--- config.mk ---
export PLATFORM = sky130hd
export DESIGN_NAME = dmem_access_unit
export DESIGN_NICKNAME = d
export VERILOG_FILES = /design/src/rtl/dmem_access_unit_pkg.sv /design/src/rtl/dmem_access_unit_lane_align.sv /design/src/rtl/dmem_access_unit.sv
export SDC_FILE = /design/constraint.sdc
export NUM_CORES = 1
export LEC_CHECK = 0
export CAP_MARGIN = 20
export CORE_MARGIN = 2
export CORE_UTILIZATION = 45
export CTS_BUF_LIST = sky130_fd_sc_hd__clkbuf_2 sky130_fd_sc_hd__clkbuf_4 sky130_fd_sc_hd__clkbuf_8
export DETAILED_ROUTE_END_ITERATION = 7
export PLACE_DENSITY_LB_ADDON = 0.08
export REMOVE_ABC_BUFFERS = 1
export SLEW_MARGIN = 0
export SYNTH_ARGS = -nofsm -noshare
export SYNTH_HDL_FRONTEND = slang
export SYNTH_SLANG_ARGS = --single-unit
--- constraint.sdc ---
create_clock -name clk -period 2.7 [get_ports clk]
set_input_delay 0.405 -clock clk [delete_from_list [all_inputs] [get_ports clk]]
set_output_delay 0.405 -clock clk [all_outputs]
set_load 0.1 [all_outputs]
--- src/rtl/dmem_access_unit_pkg.sv ---
// Shared widths, opcode/size encodings, FSM states and request payload for the MEM-stage access unit.
package dmem_access_unit_pkg;

    localparam int unsigned WORD   = 32;
    localparam int unsigned STRB_W = WORD / 8;

    // is_dmem encodings from EX/MEM (2'b11 is treated as no access)
    localparam logic [1:0] DMEM_NONE  = 2'b00;
    localparam logic [1:0] DMEM_LOAD  = 2'b01;
    localparam logic [1:0] DMEM_STORE = 2'b10;

    // mem_size encodings (2'b11 is treated as a word)
    localparam logic [1:0] SIZE_B = 2'b00;
    localparam logic [1:0] SIZE_H = 2'b01;
    localparam logic [1:0] SIZE_W = 2'b10;

    typedef enum logic [1:0] {
        ST_IDLE = 2'b00,
        ST_REQ  = 2'b01,
        ST_RESP = 2'b10,
        ST_DONE = 2'b11
    } state_e;

    // Registered bus request payload, held stable while the request is pending
    typedef struct packed {
        logic              we;
        logic [WORD-1:0]   addr;
        logic [STRB_W-1:0] wstrb;
        logic [WORD-1:0]   wdata;
    } req_t;

    // Halfwords need an even address, words need a 4-byte aligned address
    function automatic logic is_misaligned(input logic [1:0] size, input logic [1:0] off);
        logic mis;
        case (size)
            SIZE_B:  mis = 1'b0;
            SIZE_H:  mis = off[0];
            default: mis = (off != 2'b00);
        endcase
        return mis;
    endfunction

endpackage

--- src/rtl/dmem_access_unit_lane_align.sv ---
// Byte-lane formatting: store strobes/replicated data and load extract/extend.
module dmem_lane_align
    import dmem_access_unit_pkg::*;
(
    input  logic [1:0]        st_off,
    input  logic [1:0]        st_size,
    input  logic [WORD-1:0]   st_data,
    output logic [STRB_W-1:0] st_strb_c,
    output logic [WORD-1:0]   st_data_c,
    input  logic [1:0]        ld_off,
    input  logic [1:0]        ld_size,
    input  logic              ld_sign,
    input  logic [WORD-1:0]   ld_raw,
    output logic [WORD-1:0]   ld_data_c
);

    logic [WORD-1:0] sh;

    // Store side: strobes follow the byte offset, data is replicated into every lane
    always_comb begin
        st_strb_c = {STRB_W{1'b1}};
        st_data_c = st_data;
        case (st_size)
            SIZE_B: begin
                st_strb_c = STRB_W'(1) << st_off;
                st_data_c = {(WORD/8){st_data[7:0]}};
            end
            SIZE_H: begin
                st_strb_c = STRB_W'(3) << st_off;
                st_data_c = {(WORD/16){st_data[15:0]}};
            end
            default: begin
                st_strb_c = {STRB_W{1'b1}};
                st_data_c = st_data;
            end
        endcase
    end

    // Load side: shift the addressed bytes down, then sign- or zero-extend
    always_comb begin
        sh        = ld_raw >> {ld_off, 3'b000};
        ld_data_c = sh;
        case (ld_size)
            SIZE_B:  ld_data_c = {{(WORD-8){ld_sign & sh[7]}}, sh[7:0]};
            SIZE_H:  ld_data_c = {{(WORD-16){ld_sign & sh[15]}}, sh[15:0]};
            default: ld_data_c = sh;
        endcase
    end

endmodule

--- src/rtl/dmem_access_unit.sv ---
// MEM-stage load/store engine: one bus request per access, stall to EX/MEM, formatted load data.
module dmem_access_unit
    import dmem_access_unit_pkg::*;
(
    input  logic              clk,
    input  logic              rst_n,
    input  logic [1:0]        is_dmem,
    input  logic [WORD-1:0]   mem_addr,
    input  logic [WORD-1:0]   mem_wdata,
    input  logic [1:0]        mem_size,
    input  logic              mem_sign,
    output logic              stall,
    output logic [WORD-1:0]   ld_data,
    output logic              ld_valid,
    output logic              misalign,
    output logic              req_valid,
    input  logic              req_ready,
    output logic              req_we,
    output logic [WORD-1:0]   req_addr,
    output logic [STRB_W-1:0] req_wstrb,
    output logic [WORD-1:0]   req_wdata,
    input  logic              resp_valid,
    input  logic [WORD-1:0]   resp_rdata
);

    state_e            state;
    req_t              req_q;
    logic [1:0]        off_q;
    logic [1:0]        size_q;
    logic              sign_q;

    logic              access_c;
    logic              mis_c;
    logic [STRB_W-1:0] strb_c;
    logic [WORD-1:0]   wdata_c;
    logic [WORD-1:0]   ld_fmt_c;

    assign access_c = (is_dmem == DMEM_LOAD) || (is_dmem == DMEM_STORE);
    assign mis_c    = is_misaligned(mem_size, mem_addr[1:0]);

    dmem_lane_align u_lane_align (
        .st_off    (mem_addr[1:0]),
        .st_size   (mem_size),
        .st_data   (mem_wdata),
        .st_strb_c (strb_c),
        .st_data_c (wdata_c),
        .ld_off    (off_q),
        .ld_size   (size_q),
        .ld_sign   (sign_q),
        .ld_raw    (resp_rdata),
        .ld_data_c (ld_fmt_c)
    );

    // Hold EX/MEM from the cycle an aligned access is seen until the response arrives
    assign stall = ((state == ST_IDLE) && access_c && !mis_c)
                 || (state == ST_REQ) || (state == ST_RESP);

    assign req_we    = req_q.we;
    assign req_addr  = req_q.addr;
    assign req_wstrb = req_q.wstrb;
    assign req_wdata = req_q.wdata;

    // Access FSM with registered request payload and result pulses
    always_ff @(posedge clk or negedge rst_n) begin
        if (!rst_n) begin
            state     <= ST_IDLE;
            req_q     <= '0;
            off_q     <= 2'b00;
            size_q    <= 2'b00;
            sign_q    <= 1'b0;
            req_valid <= 1'b0;
            ld_valid  <= 1'b0;
            ld_data   <= '0;
            misalign  <= 1'b0;
        end else begin
            ld_valid <= 1'b0;
            misalign <= 1'b0;
            case (state)
                ST_IDLE: begin
                    if (access_c) begin
                        if (mis_c) begin
                            misalign <= 1'b1;
                        end else begin
                            req_q.we    <= (is_dmem == DMEM_STORE);
                            req_q.addr  <= {mem_addr[WORD-1:2], 2'b00};
                            req_q.wstrb <= (is_dmem == DMEM_STORE) ? strb_c : '0;
                            req_q.wdata <= (is_dmem == DMEM_STORE) ? wdata_c : '0;
                            off_q       <= mem_addr[1:0];
                            size_q      <= mem_size;
                            sign_q      <= mem_sign;
                            req_valid   <= 1'b1;
                            state       <= ST_REQ;
                        end
                    end
                end
                ST_REQ: begin
                    if (req_ready) begin
                        req_valid <= 1'b0;
                        state     <= ST_RESP;
                    end
                end
                ST_RESP: begin
                    if (resp_valid) begin
                        ld_data  <= ld_fmt_c;
                        ld_valid <= !req_q.we;
                        state    <= ST_DONE;
                    end
                end
                ST_DONE: begin
                    state <= ST_IDLE;
                end
                default: begin
                    state <= ST_IDLE;
                end
            endcase
        end
    end

endmodule

==> metrics.csv, run 1 <==
metric;value;unit
GPL Wtd Cong;0.783;
# rows;38;
Synth Instances;463;
Clock Path Buffers;2;
crit path capture type;output port;
DP HPWL;9980;µm
final setup fails;0;
Vias;4238;
cell area after synthesis;5100;µm²
Max-cap violations;0;
top-count cell post-synth;dfrtp_1;
Die H;110;µm
Crit path max-delay family;buffers and inverters;
Unique masters post-synth;36;
Fmax achieved;409;MHz
post-CTS resize count;0;
TritonCTS Sinks;109;
drt wl/cell;16.4;µm
die area;12200;µm²
core box area;10900;µm²
most instantiated cells after synthesis;dfrtp_1 (109), nand2_1 (83), mux2i_1 (43);
vias per inst;5.22;
Worst-path clk slew;0.10;ns
vias in the first global route;4409;
clock root cell;clkbuf_8;
Yosys top cell area share;0.535;
Yosys reg bits;109;
CTS tree;built;
worst endpoint required time;2.30;ns
Avg Synthesized Cell Area;11.0;µm²
gr busiest metal;met2;
Final Hold Viols;0;
share of cells above drive strength 1;0.289;
GRT Total Usage;0.222;
Hold Path Class;reg2reg;
number of synthesized flops with an enable pin;0;
period utilisation layout;0.905;
Final nets;777;
Worst Skew;0.00978;ns
worst-path maximum fanout;5;
met3 Use GR;0.0543;
CP peak stage delay;0.45;ns
initial DRC count;187;
Die X;110;µm
Tmin final;2.44;ns
# DRC;0;
RSZ-0062 raised after global routing;no;
Initial Utilization;0.466;
pin count of the biggest net entering global routing;53;
Critical Path AT;2.04;ns
remaining global-route overflow;0;
cell taking the most area after synthesis;dfrtp_1;
asr flop ratio synth;1.00;
PortBufs;207;
Post-synth top flop;dfrtp_1;
cts-stage hold buffer count;1;
initial antenna violation count;0;
drt total wl;13300;µm
n_diodes;0;
yosys warns;0;
Slew HR;0.351;
Crit Path Category;in2out;
crit path max-delay cell type;clkdlybuf4s50_1;
area growth from synthesis to layout;44.2;%
Antenna Nets Post-Route;0;
WP buf/inv;3;
# H-tree levels;3;
Startpoint Class;primary input;
met1 Use GR;0.295;
Final Cell Area;7350;µm²
first-pass GRT wire length;22300;µm
status;finished, final reports clean;
Synth area leaders;dfrtp_1 (53%), mux2_2 (9.3%), mux2i_1 (8.4%), nand2_1 (6.1%), o21ai_0 (3.7%);
Seq/Total Area, Yosys;0.535;
post-CTS setup buffers;0;
Layout fillers;895;
Worst Max-Slew Pin Slew;0.969;ns
Initial DRT Pass Iterations;4;
dpl cell area;7100;µm²
clock latency on the worst-skew pair;0.37;ns
worst-path cell chain;clkdlybuf4s50_1 > inv_1 > ha_1 > nand2b_1 > nand3b_1 > nand2_1 > buf_12;
I/O Pins;210;
global routing usage on met2;0.358;
Num CTS Buffers;9;
Slew Limit Fails;0;
## cells by family (layout without fill, tap and decap cells)
kind of cell               after synthesis  count (layout)  share of synthesized area
and+or+nand+nor                        117             117                     0.0969
adders and majority gates                5               5                     0.0123
buffers and inverters                   43             251                     0.0368
DFF                                    109             109                      0.535
xor gates and xnor gates                 1               1                    0.00172
other                                    1               2                   0.000735
AOI/OAI and AO/OA                      101             101                      0.135
muxes                                   86              86                      0.182
## worst register-to-register path, stage by stage (launching register included)
cell and delay [ns]:
dfrtp_1 0.40, inv_1 0.09, ha_1 0.26, nand2b_1 0.14, nand3b_1 0.23, buf_4 0.42, mux2_2 0.39
## sequential cells by signal, indices dropped and copies added (netlist names)
name and count:
size_q 2, req_we 1, sign_q 1, off_q 2
req_wdata 32, ld_valid 1, ld_data 32, req_wstrb 4
misalign 1, state 2, req_valid 1, req_addr 30
## through the flow
step           worst slack, ns  setup TNS [ns]  hold slack (ns)  cells  utilization
2_1_floorplan            -2.23          -80.89            0.109    429            -
3_3_place_gp             0.261               0            0.396    795        0.649
3_5_place_dp             0.197               0            0.391    795        0.649
4_1_cts                  0.251               0            0.480    812        0.672
5_1_grt                  0.103               0            0.510    812        0.672
6_report                 0.257               0            0.482    812        0.672
## per-layer routing
layer	vias to the layer above	part of all wire
met1	2039	0.43
met4	0	0.022
met5	-	0
li1	2027	-
met2	149	0.49
met3	23	0.065
## worst paths after layout
kind,depth (start not counted),to,from,slack (ns)
min in group asynchronous,2,ld_data[31],rst_n,0.53
setup reg to reg,6,req_addr[11],state[0],0.68
hold / removal,1,ld_valid,req_we,0.48
hold reg to reg,1,ld_valid,req_we,0.48
max in group asynchronous,3,req_wdata[14],rst_n,1.48
setup / recovery,7,stall,is_dmem[0],0.26
## final cells by class
class	instances	area (µm²)	area share
clock buffer	10	131	0.0179
multi-input combinational	312	2190	0.298
timing repair buffer	227	1990	0.271
inverter	8	30.0	0.00408
clock inverter	6	111	0.0151
sequential	109	2730	0.371
tap	140	175	0.0238
## placed cells by master, fill, tap and decap left out, types with 3 or more instances in the layout
cell | synthesis | layout
buf_4 | 2 | 121
dfrtp_1 | 109 | 109
clkdlybuf4s50_1 | 0 | 103
nand2_1 | 83 | 83
mux2i_1 | 43 | 43
mux2_2 | 42 | 42
o21ai_0 | 38 | 38
nor2_1 | 22 | 22
a21oi_1 | 16 | 16
o31ai_1 | 16 | 16
a221o_2 | 9 | 9
clkbuf_8 | 0 | 9
o2bb2ai_1 | 8 | 8
inv_1 | 7 | 7
a221o_1 | 6 | 6
ha_1 | 5 | 5
nor2b_1 | 3 | 3
a22o_1 | 3 | 3
bufinv_16 | 0 | 3
Power of run 1 is left out: the tool's default activity adds up to more than one toggle a clock period on the data nets, which glitch-free logic cannot reach.
==> run 2: changes to the inputs <==
--- a/config.mk
+++ b/config.mk
@@ -9,6 +9,7 @@
 export CORE_MARGIN = 2
 export CORE_UTILIZATION = 45
 export CTS_BUF_LIST = sky130_fd_sc_hd__clkbuf_2 sky130_fd_sc_hd__clkbuf_4 sky130_fd_sc_hd__clkbuf_8
+export CTS_CLUSTER_SIZE = 30
 export DETAILED_ROUTE_END_ITERATION = 7
 export PLACE_DENSITY_LB_ADDON = 0.08
 export REMOVE_ABC_BUFFERS = 1
==> results of run 2 <==
Same layout as run 1: the final DEF is identical, and so are final timing and power.
Power of run 2 is left out for the same reason.
==> RTL change, RTL diff (settings of run 1) <==
`WORD`: 32 -> 16.
--- a/src/rtl/dmem_access_unit_pkg.sv
+++ b/src/rtl/dmem_access_unit_pkg.sv
@@ -3,3 +3,3 @@
 
-    localparam int unsigned WORD   = 32;
+    localparam int unsigned WORD   = 16;
     localparam int unsigned STRB_W = WORD / 8;
Ports: changed (7 resized); port bits go from 210 to 112. No check against the original RTL was run, so the function may have changed too.
==> RTL change against run 1 <==
Final area down 46%. Die area fell by 46%. Sequential cell count shrank 50. Setup slack gained 0.16 ns. Highest routed layer unchanged. Register-to-register slack improved by 0.14 ns. Count of clock-buffer cells in the layout is 3 higher. Area after synthesis is 47% lower. Routed wire length decreased by 55%. Non-clock buffer count shrank 112. Maximum frequency up 7.0%.
Power is left out: the tool's default activity adds up to more than one toggle a clock period on the data nets, which glitch-free logic cannot reach.
==> RTL change: results (changes against run 1) <==
[route]
dr_wl_met3_um=385  ; -56%
avgViaCountPerCell=4.94  ; -5.3%
routed-wl-met2_mm=2.91  ; -55%
wirelength_mm=5.96  ; -55%
top_layer_used=met4
drtIter0Drc=79  ; -58%

[grt]
grtUsageMet3=0.0385  ; -0.0159
grt_pass1_wl_mm=9.46  ; -58%
use_met2=0.313  ; -0.0452
track_usage=0.189  ; -0.0332
grt_max_degree=37  ; -30%
grt_pass1_vias=2081  ; -53%
use_met1=0.232  ; -0.0626

[critical_path]
cp_max_fo=3  ; -2
r2r_slack_ns=0.82  ; +0.14 ns
crit_arrival_ns=1.88  ; -0.16 ns
worstReg2RegEnd=req_addr[13]

[finish]
multiInputGateArea_um2=1120  ; -49%
fin_nets=415  ; -47%
nMultiInputCombCells=164  ; -47%
post_route_cells_drive_above_1_share=0.303  ; +0.0138
seq_area_frac=0.375  ; +0.00390
n_clock_buffer=13  ; +3
n_all_buffers=115  ; -49%
nNonClkInverters=4  ; -4
clk_share=0.0559  ; +0.0229

[sta]
relSlewSlack=0.534  ; +0.183
hold_slack_ns=0.0594  ; -0.422 ns
clock_skew_ns=0.00503  ; -0.00475 ns

[placed_design]
gp_congestion=0.768  ; -1.9%
place_hpwl_mm=4.30  ; -57%
port_buffers=109  ; -47%

[synth]
ys_types=32  ; -11%
yosys-top-cells-area=dfrtp_1 55%, mux2_4 8.3%, nand2_1 7.4%, mux2_2 5.0%, o21ai_0 3.9%
synthTopCellsByCount=59 x dfrtp_1, 53 x nand2_1, 21 x o21ai_0, 15 x mux2_4, 15 x o21ai_1
yosysSeqAreaShare=0.547  ; +0.0122

[clock_tree]
clk_latency_ns=0.33  ; -0.04 ns
cts.clk_slew.worst_paths_ns=0.06  ; -0.04 ns
cts_hold_buf=0  ; -1

[outcome]
outcome=finished, final reports clean

[worst_hold_path]
hold_class=input port to asynchronous set/reset pin

[RTL change: cell types whose count changed in the layout (fill, tap and decap cells not counted), sizes merged, moves of 7 or more]
cell           change
o31ai             -15
a221o             -15
a21oi              -7
nor2              -15
nand2             -30
dfrtp             -50
buf               -63
mux2              -13
o2bb2ai            -8
mux2i             -35
clkdlybuf4s50     -48
[RTL change: per-stage QoR]
stage                      util  setup TNS, ns  worst slack (ns)  instance area [um2]  instances
after global placement    0.636              0             0.401                 3720        417
after global routing      0.673              0             0.305                 3940        432
after floorplan               -         -0.683            -0.683                 2610        227
final                     0.673              0             0.416                 3940        432
after CTS                 0.673              0             0.409                 3940        432
after detailed placement  0.636              0             0.376                 3720        417
[RTL change: kinds of logic (layout without fill, tap and decap cells)]
family                     Yosys count  in the layout  synth area share
AOI/OAI and AO/OA                   49             49            0.0974
adders and majority gates            5              5            0.0232
buffers and inverters               18            134            0.0413
DFF                                 59             59             0.547
muxes                               37             37             0.172
other                                1              2           0.00139
and+or+nand+nor                     71             71             0.118
